`src/rtl/prbs_sweep_ctrl.sv`:
```
// PRBS sweep controller: seeds the generator for each selected type,
// measures the repeat period of its output and reports pass/fail per type.
module prbs_sweep_ctrl #(
    parameter int unsigned INIT_CYCLES = 5
) (
    input  logic        clock_i,
    input  logic        init_i,
    input  logic        start_i,
    input  logic        abort_i,
    input  logic [8:0]  type_mask_i,
    input  logic [31:0] gen_out_i,
    output logic        gen_init_o,
    output logic [3:0]  gen_type_o,
    output logic        busy_o,
    output logic        result_valid_o,
    output logic [3:0]  result_type_o,
    output logic        result_pass_o,
    output logic [31:0] result_period_o,
    output logic [8:0]  pass_mask_o,
    output logic        done_o
);

    localparam logic [2:0] S_IDLE   = 3'd0;
    localparam logic [2:0] S_SELECT = 3'd1;
    localparam logic [2:0] S_LOAD   = 3'd2;
    localparam logic [2:0] S_RUN    = 3'd3;
    localparam logic [2:0] S_REPORT = 3'd4;
    localparam logic [2:0] S_FINISH = 3'd5;

    localparam int unsigned LW = (INIT_CYCLES > 1) ? $clog2(INIT_CYCLES) : 1;
    localparam logic [LW-1:0] LOAD_LAST = LW'(INIT_CYCLES - 1);

    logic [2:0]    state_q, state_d;
    logic [8:0]    mask_q, mask_d;
    logic [3:0]    type_q, type_d;
    logic [31:0]   count_q, count_d;
    logic [31:0]   begin_q, begin_d;
    logic [LW-1:0] lcnt_q, lcnt_d;
    logic          gen_init_q, gen_init_d;
    logic          busy_q, busy_d;
    logic [3:0]    rtype_q, rtype_d;
    logic          rpass_q, rpass_d;
    logic [31:0]   rperiod_q, rperiod_d;
    logic [8:0]    pmask_q, pmask_d;

    logic [3:0]    sel_k;
    logic [31:0]   exp_per;
    logic          gate;

    // Reference period of each PRBS type (2^n - 1).
    function automatic logic [31:0] exp_period(input logic [3:0] k);
        case (k)
            4'd0:    exp_period = 32'd127;
            4'd1:    exp_period = 32'd511;
            4'd2:    exp_period = 32'd1023;
            4'd3:    exp_period = 32'd2047;
            4'd4:    exp_period = 32'd32767;
            4'd5:    exp_period = 32'd1048575;
            4'd6:    exp_period = 32'd8388607;
            4'd7:    exp_period = 32'd536870911;
            4'd8:    exp_period = 32'd2147483647;
            default: exp_period = 32'd127;
        endcase
    endfunction

    // Lowest remaining set bit of the latched mask.
    always_comb begin
        sel_k = 4'd0;
        for (int i = 8; i >= 0; i--) begin
            if (mask_q[i]) sel_k = 4'(i);
        end
    end

    assign exp_per = exp_period(type_q);
    assign gate    = init_i | abort_i;

    // Next-state logic: reset beats abort, abort beats normal sequencing.
    always_comb begin
        state_d    = state_q;
        mask_d     = mask_q;
        type_d     = type_q;
        count_d    = count_q;
        begin_d    = begin_q;
        lcnt_d     = lcnt_q;
        gen_init_d = gen_init_q;
        busy_d     = busy_q;
        rtype_d    = rtype_q;
        rpass_d    = rpass_q;
        rperiod_d  = rperiod_q;
        pmask_d    = pmask_q;
        if (init_i) begin
            state_d    = S_IDLE;
            mask_d     = '0;
            type_d     = '0;
            count_d    = '0;
            begin_d    = '0;
            lcnt_d     = '0;
            gen_init_d = 1'b1;
            busy_d     = 1'b0;
            rtype_d    = '0;
            rpass_d    = 1'b0;
            rperiod_d  = '0;
            pmask_d    = '0;
        end else if (abort_i && state_q != S_IDLE) begin
            state_d    = S_IDLE;
            gen_init_d = 1'b1;
            busy_d     = 1'b0;
        end else begin
            case (state_q)
                S_IDLE: begin
                    if (start_i) begin
                        mask_d  = type_mask_i;
                        pmask_d = '0;
                        busy_d  = 1'b1;
                        state_d = S_SELECT;
                    end
                end
                S_SELECT: begin
                    if (|mask_q) begin
                        type_d  = sel_k;
                        mask_d  = mask_q & ~(9'd1 << sel_k);
                        lcnt_d  = '0;
                        state_d = S_LOAD;
                    end else begin
                        state_d = S_FINISH;
                    end
                end
                S_LOAD: begin
                    if (lcnt_q == LOAD_LAST) begin
                        begin_d    = gen_out_i;
                        count_d    = '0;
                        gen_init_d = 1'b0;
                        state_d    = S_RUN;
                    end else begin
                        lcnt_d = lcnt_q + 1'b1;
                    end
                end
                S_RUN: begin
                    count_d = count_q + 32'd1;
                    if (gen_out_i == begin_q && count_q != '0) begin
                        rperiod_d = count_q;
                        rpass_d   = (count_q == exp_per);
                        rtype_d   = type_q;
                        state_d   = S_REPORT;
                    end else if (count_q == exp_per + 32'd1) begin
                        rperiod_d = count_q;
                        rpass_d   = 1'b0;
                        rtype_d   = type_q;
                        state_d   = S_REPORT;
                    end
                end
                S_REPORT: begin
                    pmask_d[type_q] = rpass_q;
                    gen_init_d      = 1'b1;
                    state_d         = S_SELECT;
                end
                S_FINISH: begin
                    busy_d  = 1'b0;
                    state_d = S_IDLE;
                end
                default: state_d = S_IDLE;
            endcase
        end
    end

    // State and datapath registers.
    always_ff @(posedge clock_i) begin
        state_q    <= state_d;
        mask_q     <= mask_d;
        type_q     <= type_d;
        count_q    <= count_d;
        begin_q    <= begin_d;
        lcnt_q     <= lcnt_d;
        gen_init_q <= gen_init_d;
        busy_q     <= busy_d;
        rtype_q    <= rtype_d;
        rpass_q    <= rpass_d;
        rperiod_q  <= rperiod_d;
        pmask_q    <= pmask_d;
    end

    assign gen_init_o      = gen_init_q;
    assign gen_type_o      = type_q;
    assign busy_o          = busy_q;
    assign result_valid_o  = (state_q == S_REPORT) & ~gate;
    assign result_type_o   = rtype_q;
    assign result_pass_o   = rpass_q;
    assign result_period_o = rperiod_q;
    assign pass_mask_o     = pmask_q;
    assign done_o          = (state_q == S_FINISH) & ~gate;

endmodule

```
`config.mk`:
```
export PLATFORM = sky130hd
export DESIGN_NAME = prbs_sweep_ctrl
export DESIGN_NICKNAME = d
export VERILOG_FILES = /design/src/rtl/prbs_sweep_ctrl.sv
export SDC_FILE = /design/constraint.sdc
export NUM_CORES = 1
export LEC_CHECK = 0
export CORE_AREA = 5 5 137 139
export CTS_CLUSTER_DIAMETER = 120
export DETAILED_ROUTE_END_ITERATION = 8
export DIE_AREA = 0 0 142 144
export GPL_ROUTABILITY_DRIVEN = 0
export HOLD_SLACK_MARGIN = 0.15
export SLEW_MARGIN = 10
export SYNTH_ARGS = -nofsm -noshare
export SYNTH_HDL_FRONTEND = slang
export SYNTH_SLANG_ARGS = --single-unit
```
`constraint.sdc`:
```
create_clock -name clock_i -period 2.65 [get_ports clock_i]
set_clock_uncertainty 0.15 [all_clocks]
set_input_delay 0.53 -clock clock_i [delete_from_list [all_inputs] [get_ports clock_i]]
set_output_delay 0.53 -clock clock_i [all_outputs]
set_load 0.01 [all_outputs]
```
==> results of run 1 <==
[power by group]
group          switching (uW)  total, uW  internal, uW
clock network             942       2580          1640
registers                99.2       2280          2180
logic                     640       1230           585
total                    1680       6080          4400
[how the worst min path moves through the flow]
stage / start / end / slack [ns]
floorplan: begin_q[0] / begin_q[0] / 0.30
global placement: begin_q[25] / begin_q[25] / 0.30
detailed placement: begin_q[0] / begin_q[0] / 0.31
CTS: begin_q[0] / begin_q[0] / 0.32
global route: begin_q[14] / begin_q[14] / 0.34
finish: begin_q[0] / begin_q[0] / 0.32
[what timing repair did]
action,CTS,global route
hold buffers,0,0
buffers inserted,1,0
setup endpoints to repair,42,43
resized for setup,7,5
pin swaps,4,2
gates cloned,0,0
[kinds of logic after synthesis]
| kind of cell | count (synthesis) |
|---|---|
| multiplexers | 4 |
| XOR/XNOR | 75 |
| buffers and inverters | 77 |
| adder cells (fa/ha/maj) | 7 |
| AO/OA/AOI/OAI | 186 |
| flip-flops | 139 |
| AND/OR/NAND/NOR | 331 |
[sequential cells by signal, summed over array words and instances, names as in the netlist]
signal,count
count_q,32
busy_o,1
result_pass_o,1
result_type_o,4
lcnt_q,3
result_period_o,32
gen_type_o,4
gen_init_o,1
exp_per,8
mask_q,9
begin_q,32
state_q,3
pass_mask_o,9
[critical path, stage by stage (launching register included)]
cell and delay [ns]:
dfxtp_2 0.34, and3_4 0.18, ha_2 0.35, xnor2_2 0.11, nand3_1 0.10, nor4_2 0.33
o2111ai_2 0.22, o31a_1 0.33, buf_4 0.19, a22o_1 0.24
[per-layer routing]
layer / global-route usage / share of wire
met5: 0 / 0
met3: 0.0380 / 0.043
met4: 0.0601 / 0.019
met1: 0.242 / 0.47
met2: 0.279 / 0.46
[final cells by class]
class                           count  area [sq um]
Tap cell                          229           287
Inverter                           15          56.3
Sequential cell                   139          2790
Multi-Input combinational cell    603          3690
Clock buffer                       20           457
Clock inverter                     12           185
Timing Repair Buffer              201          1800
Fill cell                        1719          8280
[through the flow]
step | util | hold WS [ns] | total power (uW)
detailed placement | 0.489 | 0.309 | 3530
global route | 0.528 | 0.336 | 6380
finish | 0.528 | 0.315 | 6080
floorplan | - | 0.299 | 3000
global placement | 0.489 | 0.305 | 3530
CTS | 0.527 | 0.317 | 6130
[cell usage in the layout, fill, tap and decap left out, types with 5 or more instances in the layout]
master,count
buf_4,99
nand3_1,25
ha_1,6
xnor2_1,48
or2_2,5
dfxtp_1,137
o211ai_1,6
o21ai_0,29
clkdlybuf4s50_1,95
a22o_1,36
a31oi_1,7
inv_1,15
nor2_1,65
nand4_1,24
or3_1,10
nor4_1,12
nand2_1,118
a21oi_1,67
nor2b_1,9
clkbuf_16,17
and3_1,13
xor2_1,26
nor3_1,15
==> metrics.cfg, run 1 <==
[layout]
antenna_cells = 0
area_growth_pct = 36.9
design_area_sq_um = 9260
layout.cells.non_filler = 1219
drive_gt1_frac = 0.164
nets = 1029

[grt]
grt_max_degree = 54
grt.total_usage = 0.177
grt_pass1_wl_mm = 29.5
grt_pass1_vias = 5906
antenna_found_initial = 0
overflow = 0

[yosys]
ys_types = 61
synthXorXnorAreaFrac = 0.0972
synth.avg_cell_area_sq_um = 8.25
synthCells = 819
yosysMostFrequentCell = dfxtp_1
synth-adder-area-share = 0.0130
synth_commonest_cells = dfxtp_1, nand2_1, a21oi_1
netlist_area_sq_um = 6760
synth_top_family_by_area = simple AND/OR/NAND/NOR gates
synthSimpleGateAreaFrac = 0.242
synth_seq_cells = 139
synth_top_area_share = 0.412
synth-compound-area-share = 0.180
synthArstFlopShare = 0
yosys.area.top_type = dfxtp_1
synthMuxAreaShare = 0.00592
yosysWarnings = 0
synthTopCellsByArea = dfxtp_1, nand2_1, xnor2_1
ys.flop_type = dfxtp_1
syn-num-nets = 871
ys_seq_area_frac = 0.412
synth_edf_count = 0

[floorplanning]
die_x_um = 142
chipHeight_um = 144
die_area_sq_um = 20400
fp-row-count = 49
start_util = 0.386
io_pins = 99
fp.coreArea_sq_um = 17500

[hold_path]
hold_depth = 2
min_path_type = flop to flop

[drt]
routedWlPerCell_um = 14.6
vias = 6219
firstDrtPassIters = 4
drtIter0Drc = 366
routed_wl_mm = 17.8
ant_nets = 0
viasPerCell = 5.10
route.detailed.drc = 0

[timing]
tightest_slew_ns = 0.572
period_share = 1.00
grt_setup_unrepaired = true
drv_slew = 0
setup_tns_ns = -0.000567
max_freq_mhz = 377
setup_slack_ns = -0.000567
slew_headroom = 0.619
layout_min_cycle_time_ns = 2.65
finalSetupViolCount = 1
final-hold-violation-count = 0

[worst_setup_path]
crit_arrival_ns = 2.81
crit_end = result_period_o[28]
cp-startpoint = exp_per[9]
r2r_slack_ns = -0.0006
cp_max_fo = 11
cp-start-kind = flop
crit_path_end_kind = flop
cp.required_ns = 2.81
ff2ff_path_depth = 9
r2r-start = exp_per[9]
reg2reg_to = result_period_o[28]
path_class = flop to flop

[power]
p_leak_uw = 0.00349
irDropWorstVdd_mv = 0.491
p_per_area_nw_per_um2 = 657

[run_status]
violations = setup timing
status = finished with violations

[clock_tree]
cts.clk_slew.worst_paths_ns = 0.06
cts_root_buf = clkbuf_16
h-tree-depth = 4
cts-buffers-inserted = 17
numClockSinks = 139
clockBufferDepth = 2
tritoncts = yes
clk_latency_ns = 0.42

[placement]
dpl_cell_area_sq_um = 8570
dp.cells = 1186
hpwl_mm = 13.1
portBuffers = 98
dp_slack_ns = -0.415

[job]
max_cap_viol_count = 0

Note: power is estimated with default switching activity, not from simulation.
==> run 2, diff against run 1 <==
- CORE_AREA: 5 5 137 139 -> 3 3 135 137
- DIE_AREA: 0 0 142 144 -> 0 0 138 140
- GPL_TIMING_DRIVEN: default -> 1
- clock period: 2.65 -> 3.4 ns (I/O delays scaled with it)
==> metrics.cfg, run 2 (synthesized netlist as in run 1, its figures left out) <==
[worst_setup_path]
crit_arrival_ns = 2.34  ; -0.47 ns
cp_max_fo = 4  ; -7
r2r_slack_ns = 0.33  ; +0.33 ns
cp-startpoint = abort_i
path_class = input pin to output port
crit_end = done_o
crit_path_end_kind = output port
cp-start-kind = input pin
cp.required_ns = 2.57  ; -0.24 ns
ff2ff_path_depth = 10  ; +1
r2r-start = exp_per[9]
reg2reg_to = result_type_o[0]

[layout]
layout.cells.non_filler = 1141  ; -6.4%
design_area_sq_um = 8620  ; -6.9%
nets = 956  ; -7.1%
area_growth_pct = 27.5
final_cell_mix = dfxtp_1, nand2_1, clkdlybuf4s50_1, a21oi_1, nor2_1
final_util = 0.502  ; -0.0259
layout_commonest_cell = dfxtp_1
antenna_cells = 0  ; unchanged
drive_gt1_frac = 0.0862  ; -0.0774

[grt]
grt_pass1_wl_mm = 28.1  ; -4.9%
grt_util_met1 = 0.242  ; about the same
overflow = 0  ; unchanged
busiest_layer = met2
grt_max_degree = 38  ; -30%
grt_use_met2 = 0.273  ; -0.00562
grt.total_usage = 0.174  ; -0.00373
antenna_found_initial = 0  ; unchanged
use_met3 = 0.0311  ; -0.00696
grt_pass1_vias = 5566  ; -5.8%

[timing]
slew_headroom = 0.558  ; -0.0600
final-hold-violation-count = 0  ; unchanged
setup_tns_ns = 0  ; +0.000567 ns
layout_min_cycle_time_ns = 3.17
max_freq_mhz = 315
drv_slew = 0  ; unchanged
grt_setup_unrepaired = false
finalSetupViolCount = 0  ; -1
setup_slack_ns = 0.230  ; +0.231 ns
period_share = 0.932
tightest_slew_ns = 0.659  ; +0.0870 ns

[power]
irDropWorstVdd_mv = 0.369  ; -25%
p_per_area_nw_per_um2 = 534  ; -19%
p_leak_uw = 0.00309  ; -11%

[drt]
firstDrtPassIters = 4  ; unchanged
viasPerCell = 5.17  ; +1.4%
routedWlPerCell_um = 14.7  ; +0.62%
drtIter0Drc = 399  ; +9.0%
vias = 5904  ; -5.1%
route.detailed.drc = 0  ; unchanged
routed_wl_mm = 16.8  ; -5.8%
ant_nets = 0  ; unchanged

[floorplanning]
fp-row-count = 48  ; -2.0%
start_util = 0.394  ; +0.00803
die_x_um = 138  ; -2.8%
die_area_sq_um = 19300  ; -5.5%
io_pins = 99  ; unchanged
fp.coreArea_sq_um = 17200  ; -2.0%
chipHeight_um = 140  ; -2.8%

[placement]
portBuffers = 98  ; unchanged
dpl_cell_area_sq_um = 7980  ; -6.9%
dp.cells = 1110  ; -6.4%
hpwl_mm = 11.9  ; -8.8%
dp_slack_ns = 0.164  ; +0.579 ns

[clock_tree]
cts-buffers-inserted = 17  ; unchanged
h-tree-depth = 4  ; unchanged
clockBufferDepth = 2  ; unchanged
clk_latency_ns = 0.42  ; about the same
numClockSinks = 139  ; unchanged
hold_buffers = 0  ; unchanged
cts_root_buf = clkbuf_16
cts.clk_slew.worst_paths_ns = 0.06  ; about the same
tritoncts = yes

[hold_path]
min_path_type = flop to flop

[job]
max_cap_viol_count = 0  ; unchanged

[run_status]
status = completed

==> run 2: metrics by stage <==
step                hold WS, ns  power (uW)
finish                    0.316        4600
CTS                       0.317        4640
floorplan                 0.299        2330
global placement          0.304        2600
detailed placement        0.309        2600
global route              0.332        4830
==> run 2: cell type report <==
class / instances / area, sq um
tap: 225 / 282
fill: 1703 / 8560
clock buffer: 17 / 425
timing repair buffer: 128 / 1210
clock inverter: 14 / 219
sequential: 139 / 2780
inverter: 15 / 56.3
multi-input combinational: 603 / 3640
==> run 2: worst max-delay path: stages <==
cell and delay (ns):
clkdlybuf4s50_1 0.50, buf_4 0.18, nor4b_1 0.36, clkdlybuf4s50_1 0.62
==> run 2: report_power, final <==
group          internal (uW)  switching (uW)  leakage, uW
Combinational            339             410      0.00166
Sequential              1700             129      0.00112
Clock                   1300             726     0.000310
==> run 2: routing by layer <==
layer / up-vias / part of all wire
met5: - / 0
met4: 0 / 0.012
met3: 14 / 0.033
met2: 109 / 0.46
met1: 2738 / 0.50
li1: 3043 / -
==> run 2: what timing repair did <==
action | in CTS | in global routing
setup buffers | 0 | 0
endpoints found under the setup margin | 0 | 36
endpoints found under the hold margin | 0 | 0
resized for setup | 0 | 1
==> run 2: how the worst min path moves through the flow <==
| stage | from | to | slack, ns | depth (start not counted) |
|---|---|---|---|---|
| 4_1_cts | begin_q[22] | begin_q[22] | 0.32 | 2 |
| 6_report | begin_q[22] | begin_q[22] | 0.32 | 2 |
| 2_1_floorplan | begin_q[0] | begin_q[0] | 0.30 | 2 |
| 5_1_grt | begin_q[10] | begin_q[10] | 0.33 | 2 |
| 3_3_place_gp | begin_q[30] | begin_q[30] | 0.30 | 2 |
| 3_5_place_dp | begin_q[22] | begin_q[22] | 0.31 | 2 |
